[src/rtl/nv_nvdla_sdp_x_op_seq_pkg.sv]
// Shared types and constants for the SDP X-stage operand sequencer.
// Holds the FSM encoding, default lane geometry and the op_in_pd split.
package nv_nvdla_sdp_x_op_seq_pkg;

    localparam int THROUGHPUT_DEF = 2;
    localparam int OP_DW_DEF      = 16;
    localparam int DIM_W          = 13;

    typedef enum logic [1:0] {
        ST_IDLE  = 2'd0,
        ST_FETCH = 2'd1,
        ST_SEND  = 2'd2,
        ST_DONE  = 2'd3
    } op_state_e;

    // ALU lanes sit in the low half of op_in_pd, MUL lanes in the upper half.
    localparam int ALU_OFF = 0;

    function automatic int mul_off(input int tp, input int dw);
        return tp * dw;
    endfunction

endpackage

[src/rtl/nv_nvdla_sdp_x_op_cnt.sv]
// Nested width/height/channel element counter for one operand cube.
// Flags the last element of a surface and the last element of the cube.
module nv_nvdla_sdp_x_op_cnt
    import nv_nvdla_sdp_x_op_seq_pkg::*;
(
    input  logic             clk_i,
    input  logic             rstn_i,
    input  logic             clr_i,
    input  logic             adv_i,
    input  logic [DIM_W-1:0] width_i,
    input  logic [DIM_W-1:0] height_i,
    input  logic [DIM_W-1:0] channel_i,
    output logic             last_surface_o,
    output logic             last_cube_o
);

    localparam logic [DIM_W-1:0] ONE = DIM_W'(1);

    logic [DIM_W-1:0] w_q, w_d;
    logic [DIM_W-1:0] h_q, h_d;
    logic [DIM_W-1:0] c_q, c_d;
    logic             w_last, h_last, c_last;

    assign w_last         = (w_q == width_i);
    assign h_last         = (h_q == height_i);
    assign c_last         = (c_q == channel_i);
    assign last_surface_o = w_last & h_last;
    assign last_cube_o    = w_last & h_last & c_last;

    always_comb begin
        w_d = w_q;
        h_d = h_q;
        c_d = c_q;
        if (clr_i) begin
            w_d = '0;
            h_d = '0;
            c_d = '0;
        end else if (adv_i) begin
            if (w_last) begin
                w_d = '0;
                if (h_last) begin
                    h_d = '0;
                    c_d = c_last ? '0 : c_q + ONE;
                end else begin
                    h_d = h_q + ONE;
                end
            end else begin
                w_d = w_q + ONE;
            end
        end
    end

    always_ff @(posedge clk_i) begin
        if (!rstn_i) begin
            w_q <= '0;
            h_q <= '0;
            c_q <= '0;
        end else begin
            w_q <= w_d;
            h_q <= h_d;
            c_q <= c_d;
        end
    end

endmodule

[src/rtl/nv_nvdla_sdp_x_op_seq.sv]
// Operand sequencer feeding the ALU/MUL operand channels of the SDP X pipeline.
// Replays one beat per surface (per-channel) or forwards one beat per element.
module nv_nvdla_sdp_x_op_seq
    import nv_nvdla_sdp_x_op_seq_pkg::*;
#(
    parameter int THROUGHPUT = THROUGHPUT_DEF,
    parameter int OP_DW      = OP_DW_DEF
) (
    input  logic                           nvdla_core_clk,
    input  logic                           nvdla_core_rstn,
    input  logic                           op_start,
    input  logic                           cfg_per_elem,
    input  logic [DIM_W-1:0]               cfg_width,
    input  logic [DIM_W-1:0]               cfg_height,
    input  logic [DIM_W-1:0]               cfg_channel,
    input  logic                           cfg_alu_src,
    input  logic                           cfg_alu_bypass,
    input  logic                           cfg_mul_src,
    input  logic                           cfg_mul_bypass,
    input  logic                           op_in_pvld,
    output logic                           op_in_prdy,
    input  logic [2*THROUGHPUT*OP_DW-1:0]  op_in_pd,
    output logic [THROUGHPUT*OP_DW-1:0]    chn_alu_op,
    output logic                           chn_alu_op_pvld,
    input  logic                           chn_alu_op_prdy,
    output logic [THROUGHPUT*OP_DW-1:0]    chn_mul_op,
    output logic                           chn_mul_op_pvld,
    input  logic                           chn_mul_op_prdy,
    output logic                           op_busy,
    output logic                           op_done
);

    localparam int HW     = THROUGHPUT * OP_DW;
    localparam int MUL_LO = mul_off(THROUGHPUT, OP_DW);

    op_state_e          state_q, state_d;
    logic [2*HW-1:0]    op_q, op_d;
    logic               alu_pend_q, alu_pend_d;
    logic               mul_pend_q, mul_pend_d;
    logic               per_elem_q, per_elem_d;
    logic               alu_en_q, alu_en_d;
    logic               mul_en_q, mul_en_d;
    logic [DIM_W-1:0]   width_q, width_d;
    logic [DIM_W-1:0]   height_q, height_d;
    logic [DIM_W-1:0]   channel_q, channel_d;

    logic alu_fire, mul_fire, alu_left, mul_left, elem_done;
    logic cnt_clr, cnt_adv, last_surface, last_cube;
    logic start_alu_en, start_mul_en;

    assign start_alu_en = cfg_alu_src & ~cfg_alu_bypass;
    assign start_mul_en = cfg_mul_src & ~cfg_mul_bypass;

    assign chn_alu_op      = op_q[ALU_OFF +: HW];
    assign chn_mul_op      = op_q[MUL_LO +: HW];
    assign chn_alu_op_pvld = alu_pend_q;
    assign chn_mul_op_pvld = mul_pend_q;
    assign op_busy         = (state_q == ST_FETCH) || (state_q == ST_SEND);
    assign op_done         = (state_q == ST_DONE);

    // The two channels are independent forks; an element is complete once
    // neither has an operand left outstanding after this cycle.
    assign alu_fire  = alu_pend_q & chn_alu_op_prdy;
    assign mul_fire  = mul_pend_q & chn_mul_op_prdy;
    assign alu_left  = alu_pend_q & ~alu_fire;
    assign mul_left  = mul_pend_q & ~mul_fire;
    assign elem_done = (state_q == ST_SEND) & ~alu_left & ~mul_left;

    nv_nvdla_sdp_x_op_cnt u_cnt (
        .clk_i          (nvdla_core_clk),
        .rstn_i         (nvdla_core_rstn),
        .clr_i          (cnt_clr),
        .adv_i          (cnt_adv),
        .width_i        (width_q),
        .height_i       (height_q),
        .channel_i      (channel_q),
        .last_surface_o (last_surface),
        .last_cube_o    (last_cube)
    );

    always_comb begin
        state_d    = state_q;
        op_d       = op_q;
        alu_pend_d = alu_left;
        mul_pend_d = mul_left;
        per_elem_d = per_elem_q;
        alu_en_d   = alu_en_q;
        mul_en_d   = mul_en_q;
        width_d    = width_q;
        height_d   = height_q;
        channel_d  = channel_q;
        cnt_clr    = 1'b0;
        cnt_adv    = 1'b0;
        op_in_prdy = 1'b0;
        case (state_q)
            ST_IDLE: begin
                if (op_start) begin
                    per_elem_d = cfg_per_elem;
                    alu_en_d   = start_alu_en;
                    mul_en_d   = start_mul_en;
                    width_d    = cfg_width;
                    height_d   = cfg_height;
                    channel_d  = cfg_channel;
                    cnt_clr    = 1'b1;
                    state_d    = (start_alu_en | start_mul_en) ? ST_FETCH : ST_DONE;
                end
            end
            ST_FETCH: begin
                op_in_prdy = 1'b1;
                if (op_in_pvld) begin
                    op_d       = op_in_pd;
                    alu_pend_d = alu_en_q;
                    mul_pend_d = mul_en_q;
                    state_d    = ST_SEND;
                end
            end
            ST_SEND: begin
                if (elem_done) begin
                    cnt_adv = 1'b1;
                    if (last_cube) begin
                        state_d = ST_DONE;
                    end else if (!per_elem_q && !last_surface) begin
                        alu_pend_d = alu_en_q;
                        mul_pend_d = mul_en_q;
                    end else begin
                        // Accepting the next beat in the completing cycle keeps
                        // back-to-back elements bubble free.
                        op_in_prdy = 1'b1;
                        if (op_in_pvld) begin
                            op_d       = op_in_pd;
                            alu_pend_d = alu_en_q;
                            mul_pend_d = mul_en_q;
                        end else begin
                            state_d = ST_FETCH;
                        end
                    end
                end
            end
            ST_DONE: begin
                state_d = ST_IDLE;
            end
            default: state_d = ST_IDLE;
        endcase
    end

    always_ff @(posedge nvdla_core_clk) begin
        if (!nvdla_core_rstn) begin
            state_q    <= ST_IDLE;
            op_q       <= '0;
            alu_pend_q <= 1'b0;
            mul_pend_q <= 1'b0;
            per_elem_q <= 1'b0;
            alu_en_q   <= 1'b0;
            mul_en_q   <= 1'b0;
            width_q    <= '0;
            height_q   <= '0;
            channel_q  <= '0;
        end else begin
            state_q    <= state_d;
            op_q       <= op_d;
            alu_pend_q <= alu_pend_d;
            mul_pend_q <= mul_pend_d;
            per_elem_q <= per_elem_d;
            alu_en_q   <= alu_en_d;
            mul_en_q   <= mul_en_d;
            width_q    <= width_d;
            height_q   <= height_d;
            channel_q  <= channel_d;
        end
    end

endmodule

[config.mk]
export PLATFORM = sky130hd
export DESIGN_NAME = nv_nvdla_sdp_x_op_seq
export DESIGN_NICKNAME = d
export VERILOG_FILES = /design/src/rtl/nv_nvdla_sdp_x_op_seq_pkg.sv /design/src/rtl/nv_nvdla_sdp_x_op_cnt.sv /design/src/rtl/nv_nvdla_sdp_x_op_seq.sv
export SDC_FILE = /design/constraint.sdc
export NUM_CORES = 1
export LEC_CHECK = 0
export CAP_MARGIN = 20
export CORE_MARGIN = 4
export CORE_UTILIZATION = 40
export CTS_BUF_LIST = sky130_fd_sc_hd__clkbuf_8
export CTS_CLUSTER_SIZE = 8
export DETAILED_ROUTE_END_ITERATION = 10
export PLACE_DENSITY = 0.69
export SYNTH_ARGS = -nofsm -noshare
export SYNTH_HDL_FRONTEND = slang
export SYNTH_SLANG_ARGS = --single-unit
[constraint.sdc]
create_clock -name nvdla_core_clk -period 2.6 [get_ports nvdla_core_clk]
set_clock_uncertainty 0.05 [all_clocks]
set_input_delay 0.78 -clock nvdla_core_clk [delete_from_list [all_inputs] [get_ports nvdla_core_clk]]
set_output_delay 0.78 -clock nvdla_core_clk [all_outputs]
set_load 0.02 [all_outputs]
==> impl_results.md <==
- Status: finished, violations left
- Failing checks: setup timing
- Core area: 16100 µm²
- Initial antenna violation count: 0
- Final Non-Filler Cells: 1239
- GP Congestion: 0.849
- Final ANT Viol Nets: 0
- CTS Buffer Depth: 2
- CTS Root Cell: clkbuf_8
- Number of flops mapped to enable cells by yosys: 0
- Worst R2R Path Depth: 9
- Skew-Pair Late Insertion Delay: 0.46 ns
- Crit path kind: register to output pin
- # clock sinks: 149
- Max Cap Viol: 0
- Filler Cells Inserted: 1419
- Worst Setup Start Kind: register
- Finish-stage setup viols: 1
- Initial DRC Count: 242
- Final core utilization: 60.5%
- Half-perimeter wire length after placement: 12800 µm
- Crit path arrival time: 2.20 ns
- Sequential area share after synthesis: 44.7%
- Synth top area share: 44.7%
- Starting Density: 41.4%
- Hold EP: op_q[18]
- Share of layout cells above drive strength 1: 12.3%
- WHS Path Cells: 2
- GRT Total Usage: 19.1%
- Ranking of synthesized cells by area: dfxtp_1 45%, nand2_1 13%, mux2i_1 9.9%, xnor2_1 5.0%, a21boi_0 4.7%
- Critical Path End Type: output pin
- H-tree lvl count: 4
- Drt wl/cell: 14.1 µm
- R2r setup slk: 0.21 ns
- Vias in the first global route: 5842
- Post-DR vias/cell: 4.67
- Die area: 18800 µm²
- Diode count: 0
- Peak supply drop: 402 µV
- YS warnings: 0
- Worst Slack Setup Final: -0.434 ns
- Hold path start: op_q[18]
- Cells after synthesis: 776
- Initial DRT Pass Iterations: 4
- Area of the multi-input gates: 3480 µm²
- Dominant synthesized flop cell: dfxtp_1
- Syn nets: 898
- Seq cells post-synth: 149
- Fin crit period: 3.03 ns
- Final Cell Area: 9750 µm²
- Leakage power: 3.76 nW
- Worst-path fanout max: 2
- FMAX: 0.330 GHz
- Number of cell rows: 46
- Final nets: 1133
- Fin. max-slew vios: 0
- Req. time, crit path: 1.77 ns
- Vias: 5790
- Area of the mapped netlist: 6680 µm²
- Number of I/O pins: 183
- Commonest cells in the netlist: 239 x nand2_1, 149 x dfxtp_1, 66 x mux2i_1, 51 x nor2_1, 42 x a21boi_0
- Worst Tran Pin Value: 0.495 ns
- Worst Hold Class: register to register
- Slew HR: 67.0%
- Final Cycle Share: 117%
- Drt total wl: 17400 µm
- Syn_area_per_cell: 8.60 µm²
- Top-count cell post-synth: nand2_1
- RSZ-0062 raised after global routing: yes
- Async S/R FF share, synth: 0%
- DP Cell Count: 1207
- Hold WS: 0.408 ns
- Largest net degree at the start of global routing: 62
- Hold Buf Count CTS: 0
- Layout area overhead: 46.0%
- Port Buf Inserts: 182
- CTS tree: done
- Die Wd: 137 µm
- Reg-to-Reg Start: u_cnt.h_q[4]
- Synth unique cells: 41
- Gr ovfl total: 0
- Die Height: 137 µm
- Placement Cell Area: 9240 µm²
- Final number of hold-violating endpoints: 0
- Worst-path clk slew: 0.07 ns
- P per Cell Area: 773 nW/µm²
- FF+latch area: 2990 µm²
- # DRC: 0
- Total clock buffers created by CTS: 17
- Reg2reg end: op_q[24]
- Yosys top cell by area: dfxtp_1
- First-pass GRT wire length: 28100 µm
layout make-up:
cell class / instances / share of cell area [%]
multi-input combinational: 575 / 35.7
tap: 216 / 2.77
timing repair buffer: 261 / 26.0
clock inverter: 12 / 1.90
sequential: 149 / 30.7
clock buffer: 19 / 2.68
inverter: 7 / 0.270
cell families after synthesis:
kind of cell             share of synthesized area [%]
AO/OA/AOI/OAI                                     6.88
XOR/XNOR                                          9.58
adder cells (fa/ha/maj)                           1.50
buffers and inverters                             4.14
flip-flops                                        44.7
multiplexers                                      9.90
AND/OR/NAND/NOR                                   23.3
routing by layer:
layer / vias to the layer above / wire, µm / global-route usage (%) / share of wire, %
met5: - / 0 / 0 / 0
met4: 0 / 213 / 6.04 / 1.2
met3: 15 / 1490 / 8.36 / 8.5
met2: 134 / 8250 / 31.2 / 47
met1: 2618 / 7470 / 22.6 / 43
li1: 3023 / - / - / -
flip-flops by register name (all words and copies together), names as in the netlist, 2 cells and up:
name	flops
channel_q	13
height_q	13
op_q	64
state_q	2
u_cnt.c_q	13
u_cnt.h_q	13
u_cnt.w_q	13
width_q	13
how the worst max path moves through the flow:
stage | endpoint | cells past startpoint | from | slack (ns)
after CTS | op_in_prdy | 7 | u_cnt.h_q[2] | -0.49
final | op_in_prdy | 7 | u_cnt.h_q[4] | -0.43
after global placement | op_in_prdy | 6 | chn_alu_op_prdy | -0.62
after global routing | op_in_prdy | 7 | height_q[4] | -0.55
after floorplan | u_cnt.c_q[11] | 8 | chn_alu_op_prdy | 0.12
after detailed placement | op_in_prdy | 6 | chn_alu_op_prdy | -0.63
cell usage in the layout (no fill, tap or decap), drive strengths merged, types with 2 or more instances in the layout:
cell type / instances
inv: 9
or3: 2
a22o: 2
clkbuf: 19
nor2: 51
dfxtp: 149
buf: 81
bufinv: 5
o22ai: 3
and2: 2
nand3: 13
nand2: 239
clkinv: 4
and3: 8
clkdlybuf4s50: 178
ha: 8
a21boi: 42
nand2b: 2
xor2: 35
nor4: 13
nor2b: 3
a21oi: 5
xnor2: 38
o21ai: 2
o21a: 2
o31ai: 2
a31oi: 3
mux2i: 66
nor3: 12
nand4: 15
power breakdown:
group,switching [W],total [W],internal [W]
clock network,0.000852,0.00203,0.00117
logic,0.00141,0.00273,0.00132
registers,0.000183,0.00278,0.00259
total,0.00245,0.00754,0.00509
critical path, cell delays in order, from the launching register on:
cell and delay [ns]:
dfxtp_1 0.32, xor2_1 0.16, nor4_2 0.39, and4_4 0.30
a31oi_4 0.10, nor3_2 0.22, o21a_1 0.15, buf_6 0.11
what timing repair did:
item,CTS,global route
gates cloned,0,0
gates resized for setup,17,6
pin swaps,7,4
setup buffers,0,1
endpoints found under the setup margin,3,2
per-stage QoR:
stage | setup slack [ns] | setup TNS (ns) | power (W)
6_report | -0.434 | -0.434 | 0.00754
5_1_grt | -0.547 | -0.547 | 0.00796
4_1_cts | -0.487 | -0.487 | 0.00760
3_5_place_dp | -0.634 | -10.02 | 0.00550
3_3_place_gp | -0.615 | -8.39 | 0.00548
2_1_floorplan | 0.116 | 0 | 0.00429
(Power assumes the default switching activity.)
